### src/rtl/tag_onchip_mem_arbiter.sv
// tag_onchip_mem_arbiter: two-master round-robin arbiter in front of a
// single-port, byte-enabled on-chip RAM with 1-cycle read latency.
module tag_onchip_mem_arbiter #(
  parameter int unsigned ADDR_W = 14,
  parameter int unsigned DATA_W = 32,
  parameter int unsigned BE_W   = 4,
  parameter int unsigned DEPTH  = 12288
) (
  input  logic              clk,
  input  logic              reset_n,
  input  logic [ADDR_W-1:0] m0_address,
  input  logic              m0_read,
  input  logic              m0_write,
  input  logic [DATA_W-1:0] m0_writedata,
  input  logic [BE_W-1:0]   m0_byteenable,
  output logic              m0_waitrequest,
  output logic [DATA_W-1:0] m0_readdata,
  output logic              m0_readdatavalid,
  output logic              m0_err,
  input  logic              m0_err_clr,
  input  logic [ADDR_W-1:0] m1_address,
  input  logic              m1_read,
  input  logic              m1_write,
  input  logic [DATA_W-1:0] m1_writedata,
  input  logic [BE_W-1:0]   m1_byteenable,
  output logic              m1_waitrequest,
  output logic [DATA_W-1:0] m1_readdata,
  output logic              m1_readdatavalid,
  output logic              m1_err,
  input  logic              m1_err_clr,
  output logic [ADDR_W-1:0] mem_address,
  output logic              mem_chipselect,
  output logic              mem_write,
  output logic [DATA_W-1:0] mem_writedata,
  output logic [BE_W-1:0]   mem_byteenable,
  output logic              mem_clken,
  input  logic [DATA_W-1:0] mem_readdata
);

  logic [1:0]        sync_q, sync_d;
  logic              last_gnt_q, last_gnt_d;
  logic [1:0]        rd_pend_q, rd_pend_d;
  logic              rd_oor_q, rd_oor_d;
  logic [1:0]        err_q, err_d;
  logic [ADDR_W-1:0] addr_q, addr_d;

  logic              req0, req1, gnt0, gnt1, any_gnt;
  logic              sel_wr, in_range, rd_acc;
  logic [ADDR_W-1:0] sel_addr;

  // Round-robin grant; held off until reset release has passed the synchroniser
  always_comb begin
    req0 = m0_read | m0_write;
    req1 = m1_read | m1_write;
    gnt0 = 1'b0;
    gnt1 = 1'b0;
    if (sync_q[1]) begin
      if (req0 && req1) begin
        gnt0 = last_gnt_q;
        gnt1 = ~last_gnt_q;
      end else begin
        gnt0 = req0;
        gnt1 = req1;
      end
    end
    any_gnt = gnt0 | gnt1;
  end

  // Mux the granted master onto the RAM port and qualify with the range check
  always_comb begin
    sel_addr       = gnt1 ? m1_address    : m0_address;
    sel_wr         = gnt1 ? m1_write      : m0_write;
    mem_writedata  = gnt1 ? m1_writedata  : m0_writedata;
    mem_byteenable = gnt1 ? m1_byteenable : m0_byteenable;
    in_range       = (32'(sel_addr) < DEPTH);
    mem_address    = any_gnt ? sel_addr : addr_q;
    mem_chipselect = any_gnt & in_range;
    mem_write      = any_gnt & in_range & sel_wr;
    mem_clken      = reset_n;
    rd_acc         = any_gnt & ~sel_wr;
  end

  // Master-side handshake and read return; out-of-range reads return zero
  always_comb begin
    m0_waitrequest   = req0 & ~gnt0;
    m1_waitrequest   = req1 & ~gnt1;
    m0_readdatavalid = rd_pend_q[0];
    m1_readdatavalid = rd_pend_q[1];
    m0_readdata      = (rd_pend_q[0] & ~rd_oor_q) ? mem_readdata : '0;
    m1_readdata      = (rd_pend_q[1] & ~rd_oor_q) ? mem_readdata : '0;
    m0_err           = err_q[0];
    m1_err           = err_q[1];
  end

  // Next-state for synchroniser, arbitration history, read tracking and errors
  always_comb begin
    sync_d     = {sync_q[0], 1'b1};
    last_gnt_d = last_gnt_q;
    if (gnt1)      last_gnt_d = 1'b1;
    else if (gnt0) last_gnt_d = 1'b0;
    rd_pend_d  = {gnt1 & rd_acc, gnt0 & rd_acc};
    rd_oor_d   = rd_acc & ~in_range;
    err_d[0]   = (gnt0 & ~in_range) | (err_q[0] & ~m0_err_clr);
    err_d[1]   = (gnt1 & ~in_range) | (err_q[1] & ~m1_err_clr);
    addr_d     = mem_address;
  end

  // State registers
  always_ff @(posedge clk or negedge reset_n) begin
    if (!reset_n) begin
      sync_q     <= 2'b00;
      last_gnt_q <= 1'b1;
      rd_pend_q  <= 2'b00;
      rd_oor_q   <= 1'b0;
      err_q      <= 2'b00;
      addr_q     <= '0;
    end else begin
      sync_q     <= sync_d;
      last_gnt_q <= last_gnt_d;
      rd_pend_q  <= rd_pend_d;
      rd_oor_q   <= rd_oor_d;
      err_q      <= err_d;
      addr_q     <= addr_d;
    end
  end

endmodule

### config.mk
export PLATFORM = sky130hd
export DESIGN_NAME = tag_onchip_mem_arbiter
export DESIGN_NICKNAME = d
export VERILOG_FILES = /design/src/rtl/tag_onchip_mem_arbiter.sv
export SDC_FILE = /design/constraint.sdc
export NUM_CORES = 1
export LEC_CHECK = 0
export CAP_MARGIN = 20
export CELL_PAD_IN_SITES_DETAIL_PLACEMENT = 2
export CELL_PAD_IN_SITES_GLOBAL_PLACEMENT = 2
export CORE_AREA = 2 2 102 104
export DETAILED_ROUTE_END_ITERATION = 16
export DIE_AREA = 0 0 104 106
export DONT_BUFFER_PORTS = 1
export GPL_TIMING_DRIVEN = 0
export PLACE_DENSITY_LB_ADDON = 0.1
export SETUP_SLACK_MARGIN = 0.2
export SYNTH_ARGS = -nofsm -noshare
export SYNTH_HDL_FRONTEND = slang
export SYNTH_SLANG_ARGS = --single-unit
### constraint.sdc
create_clock -name clk -period 1.58 [get_ports clk]
set_input_delay 0.079 -clock clk [delete_from_list [all_inputs] [get_ports clk]]
set_output_delay 0.079 -clock clk [all_outputs]
set_load 0.02 [all_outputs]
=== Yosys cells after proc, flatten, opt, wreduce, memory -nomap -nowiden ===
Cells that the tools add are included.

* $lt $le $gt $ge: 1
* Muxes and demuxes: 13
* Bitwise logic cells: 27
* Reduce and logical (&&, ||, !) cells: 2

{| class="wikitable"
|+ Operators by type and width
! operator !! number
|-
| $mux 32 || 3
|-
| $mux 14 || 2
|-
| $and 1x1->1 || 14
|-
| $lt 14x14->1 const B || 1
|-
| $not 1->1 || 8
|-
| $mux 1 || 7
|-
| $or 1x1->1 || 5
|-
| $mux 4 || 1
|-
| $reduce_bool 2->1 || 1
|-
| $logic_and 1x1->1 || 1
|}

* Bits in registers: 22
* Input bits: 140
* Output and inout bits: 123
* Word-level logic and storage cells: 49

=== Longest topological paths before layout ===
* Depth in word-level cells: 9
* Mapped depth: 7
* Mapped depth without buffers: 4

=== Least setup slack after synthesis ===
No wires, ideal clock.

* Kind: register to register
* Start point: register last_gnt_q
* End point: register addr_q[10]
* Library setup time: 0.186 ns
* Arrival time: 1.511 ns
* Data required time: 1.394 ns
* Setup slack: -0.117 ns
* Stages on the path, launching flop included: 6
* Buffers on the path: 1
* Clock period less this slack: 1.697 ns
* Cells stage by stage: dfstp_2 o21ai_1 nand3b_1 buf_2 mux2i_1 o21ai_0

* Cells in the longest elaborated chain, start to end: 5
* Elaborated cells on any way between the ends: 8
* Classes of those cells: mux (6); bitwise (2)

{| class="wikitable"
|+ Ends and longest elaborated chain
! item !! RTL line !! source
|-
| start: declaration || 41 || <nowiki>logic last_gnt_q, last_gnt_d;</nowiki>
|-
| start signal: assignment || 119 || <nowiki>last_gnt_q <= last_gnt_d;</nowiki>
|-
| $not 1->1 || 60 || <nowiki>gnt1 = ~last_gnt_q;</nowiki>
|-
| $mux 1 || 58 || <nowiki>if (req0 && req1) begin</nowiki>
|-
| $mux 1 || 57 || <nowiki>if (sync_q[1]) begin</nowiki>
|-
| $mux 14 or $or 1x1->1 (tied branches) || 71, 66 ||
|-
| $mux 14 * || 76 || <nowiki>mem_address = any_gnt ? sel_addr : addr_q;</nowiki>
|-
| named net mem_address[10] || 31 || <nowiki>output logic [ADDR_W-1:0] mem_address,</nowiki>
|-
| end signal: assignment || 123 || <nowiki>addr_q <= addr_d;</nowiki>
|-
| end: declaration || 45 || <nowiki>logic [ADDR_W-1:0] addr_q, addr_d;</nowiki>
|}

Mark *: on every way through the listed nets, which the timed path passes. The rest lies on a longest branch.
A chain may end at the register's enable or synchronous reset.

=== Worst setup path in the final report ===
* Start point: register last_gnt_q
* End point: output port mem_address[2]

* Cells in the longest elaborated chain, start to end: 5
* Elaborated cells on any way between the ends: 8
* Classes of those cells: mux (6); bitwise (2)

{| class="wikitable"
|+ Ends and longest elaborated chain
! item !! RTL line
|-
| $not 1->1 || 60
|-
| $mux 1 || 58
|-
| $mux 1 || 57
|-
| $mux 14 or $or 1x1->1 (tied branches) || 71, 66
|-
| $mux 14 * || 76
|-
| end: declaration || 31
|}

Mark *: on every way between the ends. The rest lies on a longest branch, timed or not.

==> impl_metrics.yaml <==
drt:
  drt-initial-drc-count: 35
  dr.pass1.iters: 4
  wirelength_um: 9340
  viasPerCell: 4.63
  drc_errors: 0
  final_antenna_net_count: 0
  vias: 2095
  post_drt_wl_per_cell_um: 20.7
run:
  cap_viol_max_count: 0
clocking:
  cts_max_level: 1
  cts_tree: "done"
  cts_inserted_buffers: 3
  root_buffer: "clkbuf_8"
  clk_pin_slew_worst_paths_ns: 0.09
  clk_path_buf_depth: 2
  cts_sinks: 22
  clock_latency_ns: 0.27
logic_synthesis:
  synth-main-ff-cell: "dfrtp_1"
  syn_area_per_cell_um2: 6.58
  synth_top_family_by_area: "simple AND/OR/NAND/NOR gates"
  ys_types: 24
  synth-simple-area-share_pct: 50.2
  synth_xor_area_share_pct: 0
  synth_mux_area_share_pct: 7.93
  synth.most_common_cell: "nand2_1"
  async_flop_share_pct: 100
  yosysTopAreaCellShare_pct: 27.7
  ys_ff_latch: 22
  yosys-top-cells-count: "nand2_1, and2_1, dfrtp_1"
  synthAdderAreaFrac_pct: 0
  netlist_instances: 288
  synth_compound_area_share_pct: 7.13
  seq_area_frac_synth_pct: 29.1
  synth.largest_area_cell: "dfrtp_1"
  synth.net_count: 428
  synthTopCellsByArea: "dfrtp_1, nand2_1, and2_1"
  ys_warn_count: 0
  synth_edf_count: 0
  syn_area_um2: 1890
sta:
  finalWorstSetupSlack_ns: -0.174
  post-route-period-util_pct: 111
  fin_crit_ns: 1.75
  slew_viol_final: 0
  fin_skew_ns: 0.00606
  slew_headroom_pct: 63.0
  rsz0062_at_grt: "yes"
  tightest_slew_ns: 0.553
  setup-violations-final: 53
  hold_viol_final: 0
  max_freq_ghz: 0.570
critical_path:
  path_max_fanout: 6
  crit_path_start: "last_gnt_q"
  worst_setup_path_start_kind: "flip-flop"
  required_ns: 1.50
  arrival_ns: 1.67
  r2r_slack_ns: -0.08
  regToRegStartpoint: "last_gnt_q"
  critPathKind: "reg -> out"
  crit_path_end_kind: "output pin"
  ff2ff_path_depth: 8
cells_and_area:
  drive_gt1_share_pct: 64.2
  final_util_pct: 33.4
  antenna_cells: 0
  nNetsFinal: 457
  synthToLayoutAreaGrowth_pct: 76.3
global_route:
  grt_antenna_before_repair: 0
  grt_overflow: 0
  grt_pass1_vias: 2193
  grt_usage_pct: 15.1
  grt_max_degree: 23
  grt_pass1_wl_um: 13300
min_path:
  hold_path.class: "in -> reg"
  worstHoldPathCells: 2
  min-delay-start: "m0_err_clr"
placement:
  place_hpwl_um: 7080
  placement.io_buffers: 0
  gp_congestion: 0.653
power_and_ir_drop:
  powerDensity_nw_per_um2: 704
  p_leak_nw: 1.56
  finalPower_mw: 2.35
  peakVddDrop_uv: 371
die:
  die_y_um: 106
  die_x_um: 104
  dieArea_um2: 11000
  std_cell_rows: 37
  start_util_pct: 18.9
  io_pins: 263
  core-area_um2: 10000
run_status:
  violations: "negative setup slack"
  status: "finished, violations left"
worst paths after layout:
| path | endpoint |
|---|---|
| min reg2reg | sync_q[1] |
| min in group asynchronous | addr_q[12] |
| max in group asynchronous | rd_pend_q[0] |
| max reg2reg | err_q[0] |
| max | mem_address[2] |
| min | err_q[0] |
where the power goes:
part | internal (mW) | total, mW | switching (mW)
combinational | 0.499 | 1.27 | 0.769
clock | 0.223 | 0.423 | 0.200
sequential | 0.626 | 0.659 | 0.0330
total | 1.35 | 2.35 | 1.00
sequential cells by signal, summed over array words and instances, names as in the netlist:
name,flops
last_gnt_q,1
rd_oor_q,1
addr_q,14
err_q,2
sync_q,2
rd_pend_q,2
metal layers:
layer	wire length, um	global-route usage, %	up-vias	part of all wire (%)
met5	0	0	-	0
met3	848	4.90	7	9.1
met4	91	2.90	0	0.97
li1	-	-	952	-
met2	5360	29.9	125	57
met1	3040	15.5	1011	33
placed cells by master (no fill, tap or decap), drive strengths merged:
cell type    synthesis  layout
dfrtp               21      21
a22o                 1       1
a21oi                2       2
o22ai                1       1
conb                 1       1
and2                64      64
dlygate4sd3          0       4
and3b                1       1
buf                  9      33
o21a                 1       1
nand2              126     126
nand3                2       2
o21ai               15      15
o41ai                1       1
clkbuf              12      12
or3                  2       2
nor2b                2       2
nor2                 7       7
o221a                1       1
mux2i               15      15
nand3b               1       1
dfstp                1       1
inv                  2       2
worst max-delay path, cell delays in order, from the launching register on:
cell      delay [ns]
dfstp_2         0.55
o21ai_2         0.06
nand3b_1        0.15
buf_6           0.16
buf_12          0.13
mux2i_2         0.25
o21ai_4         0.11
layout make-up:
| type | instances | area [um2] |
|---|---|---|
| inverter | 2 | 7.51 |
| clock buffer | 4 | 55.1 |
| multi-input combinational | 243 | 1950 |
| buffer | 21 | 290 |
| sequential | 22 | 556 |
| fill | 1152 | 6660 |
| tap | 136 | 170 |
| timing repair buffer | 24 | 307 |
logic make-up (layout without fill, tap and decap cells):
kind of cell           after synthesis  count (layout)
AO/OA/AOI/OAI                       22              22
buffers and inverters               23              51
flip-flops                          22              22
multiplexers                        15              15
other                                1               1
AND/OR/NAND/NOR                    205             205
per-stage QoR:
step / setup slack (ns) / setup TNS (ns) / hold slack [ns] / area [um2] / std cells
final: -0.174 / -5.11 / 0.00496 / 3340 / 452
after detailed placement: -0.239 / -4.63 / -0.216 / 2120 / 424
after global routing: -0.246 / -9.63 / 0.0102 / 3340 / 452
after floorplan: 0.144 / 0 / -0.217 / 1950 / 288
after global placement: -0.263 / -4.62 / -0.216 / 2120 / 424
after CTS: -0.178 / -5.08 / 0.000826 / 3020 / 445
timing repair:
item	CTS	global route
hold endpoints to repair	25	0
pin swaps	33	60
setup endpoints to repair	137	134
buffers inserted	9	3
resized for setup	271	56
hold buffers	4	0
cloned	4	3
Note: power is estimated with default switching activity, not from simulation.
